===== config.mk =====
export PLATFORM = sky130hd
export DESIGN_NAME = pipe_stage_ctrl
export DESIGN_NICKNAME = d
export VERILOG_FILES = /design/src/rtl/pipe_ctrl_pkg.sv /design/src/rtl/pipe_perf_cnt.sv /design/src/rtl/pipe_stage_ctrl.sv
export SDC_FILE = /design/constraint.sdc
export NUM_CORES = 1
export LEC_CHECK = 0
export BUFFER_PORTS_ARGS = -buffer_cell sky130_fd_sc_hd__buf_2
export CAP_MARGIN = 10
export CORE_UTILIZATION = 40
export CTS_BUF_LIST = sky130_fd_sc_hd__clkbuf_16
export DETAILED_ROUTE_END_ITERATION = 8
export PLACE_DENSITY = 0.8
export SYNTH_ARGS = -nofsm -noshare
export SYNTH_HDL_FRONTEND = slang
export SYNTH_SLANG_ARGS = --single-unit

===== constraint.sdc =====
create_clock -name CLK -period 2.9 [get_ports CLK]
set_input_delay 0.435 -clock CLK [delete_from_list [all_inputs] [get_ports CLK]]
set_output_delay 0.435 -clock CLK [all_outputs]
set_load 0.01 [all_outputs]

===== src/rtl/pipe_ctrl_pkg.sv =====
// Shared types and control encodings for the pipeline stall/flush sequencer.
package pipe_ctrl_pkg;

    typedef enum logic {
        RUN     = 1'b0,
        MD_WAIT = 1'b1
    } state_t;

    typedef struct packed {
        logic pc_en;
        logic if_id_en;
        logic id_ex_en;
        logic ex_mem_en;
        logic mem_wb_en;
        logic if_id_flush;
        logic id_ex_flush;
        logic ex_mem_flush;
    } stage_ctrl_t;

    localparam stage_ctrl_t CTRL_NORMAL   = stage_ctrl_t'(8'b11111_000);
    localparam stage_ctrl_t CTRL_FREEZE   = stage_ctrl_t'(8'b00000_000);
    localparam stage_ctrl_t CTRL_RESET    = stage_ctrl_t'(8'b00000_111);
    localparam stage_ctrl_t CTRL_LOAD_USE = stage_ctrl_t'(8'b00111_010);
    localparam stage_ctrl_t CTRL_BRANCH   = stage_ctrl_t'(8'b11111_110);
    localparam stage_ctrl_t CTRL_MD_STALL = stage_ctrl_t'(8'b00011_001);

endpackage


===== src/rtl/pipe_perf_cnt.sv =====
// Saturating event counter with synchronous active-low clear.
module pipe_perf_cnt #(
    parameter int unsigned CNT_W = 32
) (
    input  logic             clk,
    input  logic             clr_n,
    input  logic             inc,
    output logic [CNT_W-1:0] cnt
);

    always_ff @(posedge clk) begin
        if (!clr_n) begin
            cnt <= '0;
        end else if (inc && (cnt != '1)) begin
            cnt <= cnt + CNT_W'(1);
        end
    end

endmodule


===== src/rtl/pipe_stage_ctrl.sv =====
// Stall/flush sequencer for the 5-stage pipeline with mul/div wait FSM.
// Performance counters are built only when PIPE_STAGE_CTRL_PERF_EN is defined.
module pipe_stage_ctrl
    import pipe_ctrl_pkg::*;
#(
    parameter int unsigned MD_TIMEOUT = 64,
    parameter int unsigned CNT_W      = 32
) (
    input  logic             CLK,
    input  logic             RST_N,
    input  logic             LOAD_USE,
    input  logic             BRANCH_TAKEN,
    input  logic             MD_START,
    input  logic             MD_DONE,
    input  logic             MEM_BUSY,
    output logic             PC_EN,
    output logic             IF_ID_EN,
    output logic             ID_EX_EN,
    output logic             EX_MEM_EN,
    output logic             MEM_WB_EN,
    output logic             IF_ID_FLUSH,
    output logic             ID_EX_FLUSH,
    output logic             EX_MEM_FLUSH,
    output logic             MD_ERR,
    output logic             STATE,
    output logic [CNT_W-1:0] STALL_CNT,
    output logic [CNT_W-1:0] FLUSH_CNT
);

    localparam int unsigned TO_W = $clog2(MD_TIMEOUT);
    localparam logic [TO_W-1:0] TO_LAST = TO_W'(MD_TIMEOUT - 1);

    state_t          state_q, state_d;
    logic [TO_W-1:0] to_cnt_q, to_cnt_d, to_cnt_inc;
    logic            md_err_q, md_err_d;
    stage_ctrl_t     ctrl;

    always_ff @(posedge CLK) begin
        if (!RST_N) begin
            state_q  <= RUN;
            to_cnt_q <= '0;
            md_err_q <= 1'b0;
        end else begin
            state_q  <= state_d;
            to_cnt_q <= to_cnt_d;
            md_err_q <= md_err_d;
        end
    end

    assign to_cnt_inc = to_cnt_q + TO_W'(1);

    // The start cycle counts as one MD cycle, so the abort is decided on the
    // incremented count: MD_TIMEOUT stall cycles in total before MD_ERR.
    always_comb begin
        ctrl     = CTRL_NORMAL;
        state_d  = state_q;
        to_cnt_d = to_cnt_q;
        md_err_d = 1'b0;
        if (!RST_N) begin
            ctrl = CTRL_RESET;
        end else if (MEM_BUSY) begin
            ctrl = CTRL_FREEZE;
        end else if (state_q == MD_WAIT) begin
            if (MD_DONE) begin
                state_d = RUN;
            end else begin
                ctrl     = CTRL_MD_STALL;
                to_cnt_d = to_cnt_inc;
                if (to_cnt_inc == TO_LAST) begin
                    md_err_d = 1'b1;
                    state_d  = RUN;
                end
            end
        end else if (BRANCH_TAKEN) begin
            ctrl = CTRL_BRANCH;
        end else if (MD_START && !MD_DONE) begin
            ctrl     = CTRL_MD_STALL;
            state_d  = MD_WAIT;
            to_cnt_d = '0;
        end else if (LOAD_USE) begin
            ctrl = CTRL_LOAD_USE;
        end
    end

    assign PC_EN        = ctrl.pc_en;
    assign IF_ID_EN     = ctrl.if_id_en;
    assign ID_EX_EN     = ctrl.id_ex_en;
    assign EX_MEM_EN    = ctrl.ex_mem_en;
    assign MEM_WB_EN    = ctrl.mem_wb_en;
    assign IF_ID_FLUSH  = ctrl.if_id_flush;
    assign ID_EX_FLUSH  = ctrl.id_ex_flush;
    assign EX_MEM_FLUSH = ctrl.ex_mem_flush;
    assign MD_ERR       = md_err_q & RST_N;
    assign STATE        = state_q;

`ifdef PIPE_STAGE_CTRL_PERF_EN
    logic branch_flush;

    assign branch_flush = RST_N && !MEM_BUSY && (state_q == RUN) && BRANCH_TAKEN;

    pipe_perf_cnt #(.CNT_W(CNT_W)) u_stall_cnt (
        .clk   (CLK),
        .clr_n (RST_N),
        .inc   (~ctrl.pc_en),
        .cnt   (STALL_CNT)
    );

    pipe_perf_cnt #(.CNT_W(CNT_W)) u_flush_cnt (
        .clk   (CLK),
        .clr_n (RST_N),
        .inc   (branch_flush),
        .cnt   (FLUSH_CNT)
    );
`else
    assign STALL_CNT = '0;
    assign FLUSH_CNT = '0;
`endif

endmodule


==> summary.md, run 1 <==
| Metric | Value |
|---|---|
| Die area | `approximately 3000 um2` |
| Hold Crit Depth | `1` |
| Filler instances | `270` |
| Global Route Usage Sum | `0.0950` |
| Crit start category | `input port` |
| Clock latency on the worst-skew pair | `roughly 0.23 ns` |
| Avg Cell Area, Syn | `just under 8 um2` |
| Clk root buf | `clkbuf_16` |
| Asr flop ratio synth | `0` |
| Final worst slack | `between 1 and 1.5 ns` |
| # clock sinks | `8` |
| Most common cell after layout, fill and taps aside | `conb_1` |
| Critical path cell sequence | `buf_2 > nor2b_1 > nor3b_1 > o21a_1 > buf_2` |
| Worst Tran Pin Value | `around 0.56 ns` |
| Register Area | `160 um2` |
| Vias per cell | `between 4 and 5` |
| Hpwl dp | `around 1.2 mm` |
| Most common flop cell mapped by yosys | `dfxtp_1` |
| Reg-to-Reg End | `md_err_q$_SDFF_PP0_` |
| Cell repeated most along the worst path | `buf_2` |
| Max VDD drop | `around 0.39 mV` |
| Synth-to-layout area growth | `-9.20%` |
| Setup Crit Path Kind | `input port to output pin` |
| Placed cell areas | `913 um2` |
| R2R cell count | `5` |
| Slew Viols, Final | `0` |
| Hold Worst Slack | `0.512 ns` |
| Post-synth EDFFs | `0` |
| Seq/Total Area, Yosys | `0.147` |
| Antenna cells | `0` |
| CTS tree | `yes` |
| Post-route total power | `~0.41 mW` |
| Max cap viols | `0` |
| R2R Setup Slk | `around 1.3 ns` |
| Cell variety after synth | `39` |
| Register bit count reported by yosys | `8` |
| Max FO, Critical Path | `11` |
| PortBufs | `16` |
| H-Tree Depth | `1` |
| Placer Congestion | `between 0.8 and 0.9` |
| Clock buffer depth | `2` |
| RSZ-0062 raised after global routing | `false` |
| Synthesized area | `between 1000 and 1500 um2` |
| DRT antenna net count | `0` |
| Die width | `54.2 um` |
| Routed vias | `around 750` |
| Hold path endpoint | `to_cnt_q[4]$_SDFFE_PN0P_` |
| WL/cell | `roughly 7.9 um` |
| Multi-input gate area | `between 600 and 700 um2` |
| Cts repair resizes | `0` |
| Overflow after GRT | `0` |
| Sum Neg Setup Slack | `0 ns` |
| # rows | `18` |
| Period minus WS final | `1.83 ns` |
| Total core area | `approximately 2500 um2` |
| Hold/Removal Path Class | `register to register` |
| Fin crit share | `0.629` |
| Total Wirelength | `1.45 mm` |
| Hold Path Origin | `to_cnt_q[4]$_SDFFE_PN0P_` |
| TritonCTS buffer count | `3` |
| Commonest non-fill, non-tap cells in the layout | `conb_1 (64), buf_2 (16), nand2_1 (10), dfxtp_1 (8)` |
| Share of cells above drive strength 1 | `0.151` |
| Ys Warns | `0` |
| Nets | `163` |
| Worst Skew | `approximately 0.0010 ns` |
| Die Height | `around 54 um` |
| Pre-CTS WS | `about 1.1 ns` |
| Final number of setup-violating endpoints | `0` |
| Maximum clock rate | `approximately 550 MHz` |
| Design area | `988 um2` |
| CTS Hold Bufs | `0` |
| Initial antenna violation count | `0` |
| Arr. time, crit path | `roughly 1.4 ns` |
| Synth Instances | `140` |
| Pin count of the biggest net entering global routing | `12` |
| Pleak | `0.529 nW` |
| Critical Path Sink Type | `output pin` |
| IO Count | `81` |
| CP peak stage delay | `0.25 ns` |
| CP max stage cell | `nor3b_1` |
| Run status | `complete, no violations` |
| Initial core utilization | `0.432` |
| Vias in the first global route | `463` |
| DRT iter0 DRCs | `8` |
| Clock slew at reported path FFs | `0.04 ns` |
| Worst r2r src | `to_cnt_q[1]$_SDFFE_PN0P_` |
| Relative slew slack | `0.622` |
| Fin. Hold Viols | `0` |
| Drt drc | `0` |
| Post-CTS Setup Inserts | `0` |
| Drt first pass iters | `4` |
| P per Cell Area | `414 nW/um2` |
| Worst EP required | `2.47 ns` |
| Wire length of the first global-routing pass | `between 2 and 2.5 mm` |
-- final cells by class --
| class | instances | area share |
|---|---|---|
| multi-input cells | 123 | 0.635 |
| well taps | 30 | 0.0380 |
| flip-flops and latches | 8 | 0.162 |
| clock buffers | 3 | 0.0759 |
| inverters | 2 | 0.00759 |
| repair buffers | 16 | 0.0810 |
-- metrics by stage --
stage / util / cells
after floorplan: - / 203
after global placement: 0.362 / 179
after detailed placement: 0.362 / 179
after CTS: 0.392 / 182
after global routing: 0.392 / 182
final: 0.392 / 182
-- cells in the mapped netlist (all sizes together), types with 2 or more instances --
cell type,instances,area [um2]
buf,69,526
nand2,10,37.5
dfxtp,8,160
nor2,5,18.8
nor2b,5,31.3
a22oi,3,22.5
a21o,2,15.0
a22o,2,17.5
and2,2,12.5
and4,2,17.5
ha,2,25.0
inv,2,7.51
nand3,2,10.0
nand3b,2,15.0
o21ai,2,10.0
or2b,2,17.5
-- worst max-delay path by stage --
stage | slack, ns | endpoint | startpoint | cells past startpoint
finish | 1.07 | PC_EN | RST_N | 5
global route | 0.96 | EX_MEM_FLUSH | STATE$_SDFFE_PN0N_ | 3
CTS | 1.07 | PC_EN | RST_N | 5
detailed placement | 1.08 | PC_EN | RST_N | 5
global placement | 1.07 | IF_ID_EN | RST_N | 5
floorplan | 0.94 | PC_EN | RST_N | 4
-- per-layer routing --
layer / vias up / routed length [um] / track usage
met5: - / 0 / 0
li1: 360 / - / -
met3: 0 / 113 / 0.0339
met2: 47 / 745 / 0.161
met4: 0 / 0 / 0.0385
met1: 347 / 586 / 0.107
-- cells by family after synthesis --
kind of cell,count (synthesis),share of synthesized area
buffers and inverters,72,0.493
AND/OR/NAND/NOR,38,0.200
AO/OA/AOI/OAI,17,0.116
flip-flops,8,0.147
adder cells (fa/ha/maj),2,0.0230
other,1,0.00344
XOR/XNOR,1,0.00805
multiplexers,1,0.00920
-- critical path: cells and delay by family --
family                 cells  cell delay (ns)
AND/OR/NAND/NOR            2             0.48
buffers and inverters      2             0.31
AO/OA/AOI/OAI              1             0.16
-- state kept, by name, indices dropped and copies added, names as in the netlist --
register	cells
to_cnt_q	6
STATE	1
md_err_q	1
-- report_power, final --
group          internal [mW]  total (mW)  switching, mW
logic                 0.0157      0.0714         0.0556
registers              0.111       0.112        0.00120
clock network          0.177       0.225         0.0483
Power figures use the tool's default switching activity.
==> run 2: changes to the inputs <==
Settings changed: CORE_UTILIZATION 40 to 36, PLACE_DENSITY 0.8 to 0.76.
Clock period 2.9 ns to 1.5 ns, I/O delays scaled along.
==> summary.md, run 2 (synthesis gave the netlist of run 1 again) <==
| Metric | Value |
|---|---|
| Die Height | `57.0 um (+5.2%)` |
| Nets | `170 (+4.3%)` |
| Met1 Use GR | `0.117 (+0.00976)` |
| Design area | `1070 um2 (+8.7%)` |
| Crit start category | `register` |
| Sum Neg Setup Slack | `0 ns (unchanged)` |
| Run status | `complete, but fails checks` |
| CP max stage cell | `dfxtp_1` |
| Met2 Use GR | `0.136 (-0.0244)` |
| Routed vias | `759 (+0.66%)` |
| H-Tree Depth | `1 (unchanged)` |
| Fin crit share | `0.957` |
| Placed cell areas | `957 um2 (+4.8%)` |
| Worst EP required | `1.62 ns (-0.85 ns)` |
| Switching portion of total power | `0.261 (+0.00421)` |
| Final number of setup-violating endpoints | `0 (unchanged)` |
| Drt drc | `16 (+16)` |
| P per Cell Area | `748 nW/um2 (+81%)` |
| CTS tree | `yes` |
| Total core area | `2810 um2 (+11%)` |
| Clock latency on the worst-skew pair | `0.23 ns (about the same)` |
| Cell repeated most along the worst path | `and4_1` |
| Slew Viols, Final | `0 (unchanged)` |
| Internal power consumption | `0.594 mW (+95%)` |
| Synth-to-layout area growth | `-1.26%` |
| Comb pwr share | `0.186 (+0.012)` |
| Max FO, Critical Path | `6 (-5)` |
| CP peak stage delay | `0.32 ns (+0.07 ns)` |
| Die width | `57.0 um (+5.2%)` |
| Commonest non-fill, non-tap cells in the layout | `conb_1 (64), buf_2 (16), nand2_1 (10), dfxtp_1 (7), buf_4 (7)` |
| Period minus WS final | `1.43 ns` |
| Drt first pass iters | `6 (+2)` |
| Global Route Usage Sum | `0.0912 (-0.00388)` |
| Placed cell count | `185 (+3.4%)` |
| Total Wirelength | `1.57 mm (+8.9%)` |
| Most common cell after layout, fill and taps aside | `conb_1` |
| Clock buffer depth | `2 (unchanged)` |
| Clock slew at reported path FFs | `0.04 ns (about the same)` |
| PortBufs | `16 (unchanged)` |
| GRT busiest layer | `met2` |
| Max VDD drop | `0.389 mV (about the same)` |
| Failing checks | `DRC` |
| Hold/Removal Path Class | `input port to register` |
| Setup Crit Path Kind | `register to register` |
| Arr. time, crit path | `1.55 ns (+0.16 ns)` |
| Pleak | `0.568 nW (+7.5%)` |
| Die area | `3250 um2 (+11%)` |
| # rows | `19 (+1)` |
| Share of cells above drive strength 1 | `0.220 (+0.0688)` |
| TritonCTS buffer count | `3 (unchanged)` |
| DRT iter0 DRCs | `33 (+25)` |
| RSZ-0062 raised after global routing | `false` |
| DRT antenna net count | `0 (unchanged)` |
| Initial antenna violation count | `0 (unchanged)` |
| Pin count of the biggest net entering global routing | `11 (-1)` |
| Initial core utilization | `0.388 (-0.0435)` |
| IO Count | `81 (unchanged)` |
| Wire length of the first global-routing pass | `2.26 mm (+12%)` |
| Met3 Track Usage GR | `0.0340 (+0.000115)` |
| Worst Skew | `0.000386 ns (-0.000654 ns)` |
| Max cap viols | `0 (unchanged)` |
| Hpwl dp | `1.19 mm (+0.54%)` |
| Clk pwr share | `0.546 (-0.005)` |
| # clock sinks | `8 (unchanged)` |
| Vias in the first global route | `516 (+11%)` |
| Vias per cell | `3.99 (-3.6%)` |
| Critical Path Sink Type | `register` |
| Placer Congestion | `0.768 (-5.9%)` |
| Clk root buf | `clkbuf_16` |
| Sequential power share | `0.268 (-0.007)` |
| Overflow after GRT | `0 (unchanged)` |
| Fin cells | `190 (+4.4%)` |
| Switching Power | `0.210 mW (+100%)` |
| Most flop-heavy register | `to_cnt_q` |
| Critical path cell sequence | `buf_4 > and4_1 > nor4bb_1 > or3_1 > and4_1` |
| Maximum clock rate | `697 MHz` |
| Antenna cells | `0 (unchanged)` |
| WL/cell | `8.28 um (+4.3%)` |
| Fin. Hold Viols | `0 (unchanged)` |
| Max FFs per register | `6 (unchanged)` |
-- run 2: per-layer routing --
| metal | vias to the layer above | routed length, um | part of all wire |
|---|---|---|---|
| met5 | - | 0 | 0 |
| met4 | 0 | 0 | 0 |
| met3 | 0 | 144 | 0.091 |
| met2 | 47 | 775 | 0.49 |
| met1 | 340 | 655 | 0.42 |
| li1 | 372 | - | - |
-- run 2: per-stage QoR --
stage,worst slack [ns],total power [mW],hold slack [ns],utilization
global route,0.000810,0.840,0.409,0.383
floorplan,0.0205,0.458,0.437,-
global placement,0.0760,0.360,0.502,0.341
detailed placement,0.0534,0.360,0.512,0.341
finish,0.0652,0.804,0.397,0.383
CTS,0.0419,0.809,0.382,0.369
-- run 2: power by group through the flow --
stage | combinational [mW] | sequential, mW | clock, mW
final | 0.149 | 0.216 | 0.439
after CTS | 0.141 | 0.217 | 0.450
after global placement | 0.140 | 0.220 | 0
after floorplan | 0.239 | 0.220 | 0
after global routing | 0.164 | 0.216 | 0.460
after detailed placement | 0.141 | 0.220 | 0
-- run 2: final cells by class --
class                   instances  area (um2)
fillers                       291        1730
multi-input cells             123         657
flip-flops and latches          8         164
repair buffers                 23         133
clock buffers                   3        75.1
well taps                      31        38.8
inverters                       2        7.51
-- run 2: worst paths after layout --
kind,from,end,slack [ns],cells past startpoint
max,to_cnt_q[1]$_SDFFE_PN0P_,md_err_q$_SDFF_PP0_,0.07,5
min,RST_N,to_cnt_q[0]$_SDFFE_PN0P_,0.40,3
max reg2reg,to_cnt_q[1]$_SDFFE_PN0P_,md_err_q$_SDFF_PP0_,0.07,5
min reg2reg,to_cnt_q[4]$_SDFFE_PN0P_,to_cnt_q[4]$_SDFFE_PN0P_,0.51,1
-- run 2: worst max-delay path, delay by kind of cell (launching register included) --
| kind | cells | cell delay [ns] |
|---|---|---|
| simple gates | 4 | 0.84 |
| buf+inv | 1 | 0.16 |
| flops | 1 | 0.32 |
-- run 2: timing repair --
item                                    4_1_cts  5_1_grt
pin swaps                                     0        1
endpoints found under the setup margin        1        5
gates resized for setup                       1        6
setup buffers                                 0        2
cloned                                        0        0
hold buffers                                  0        0
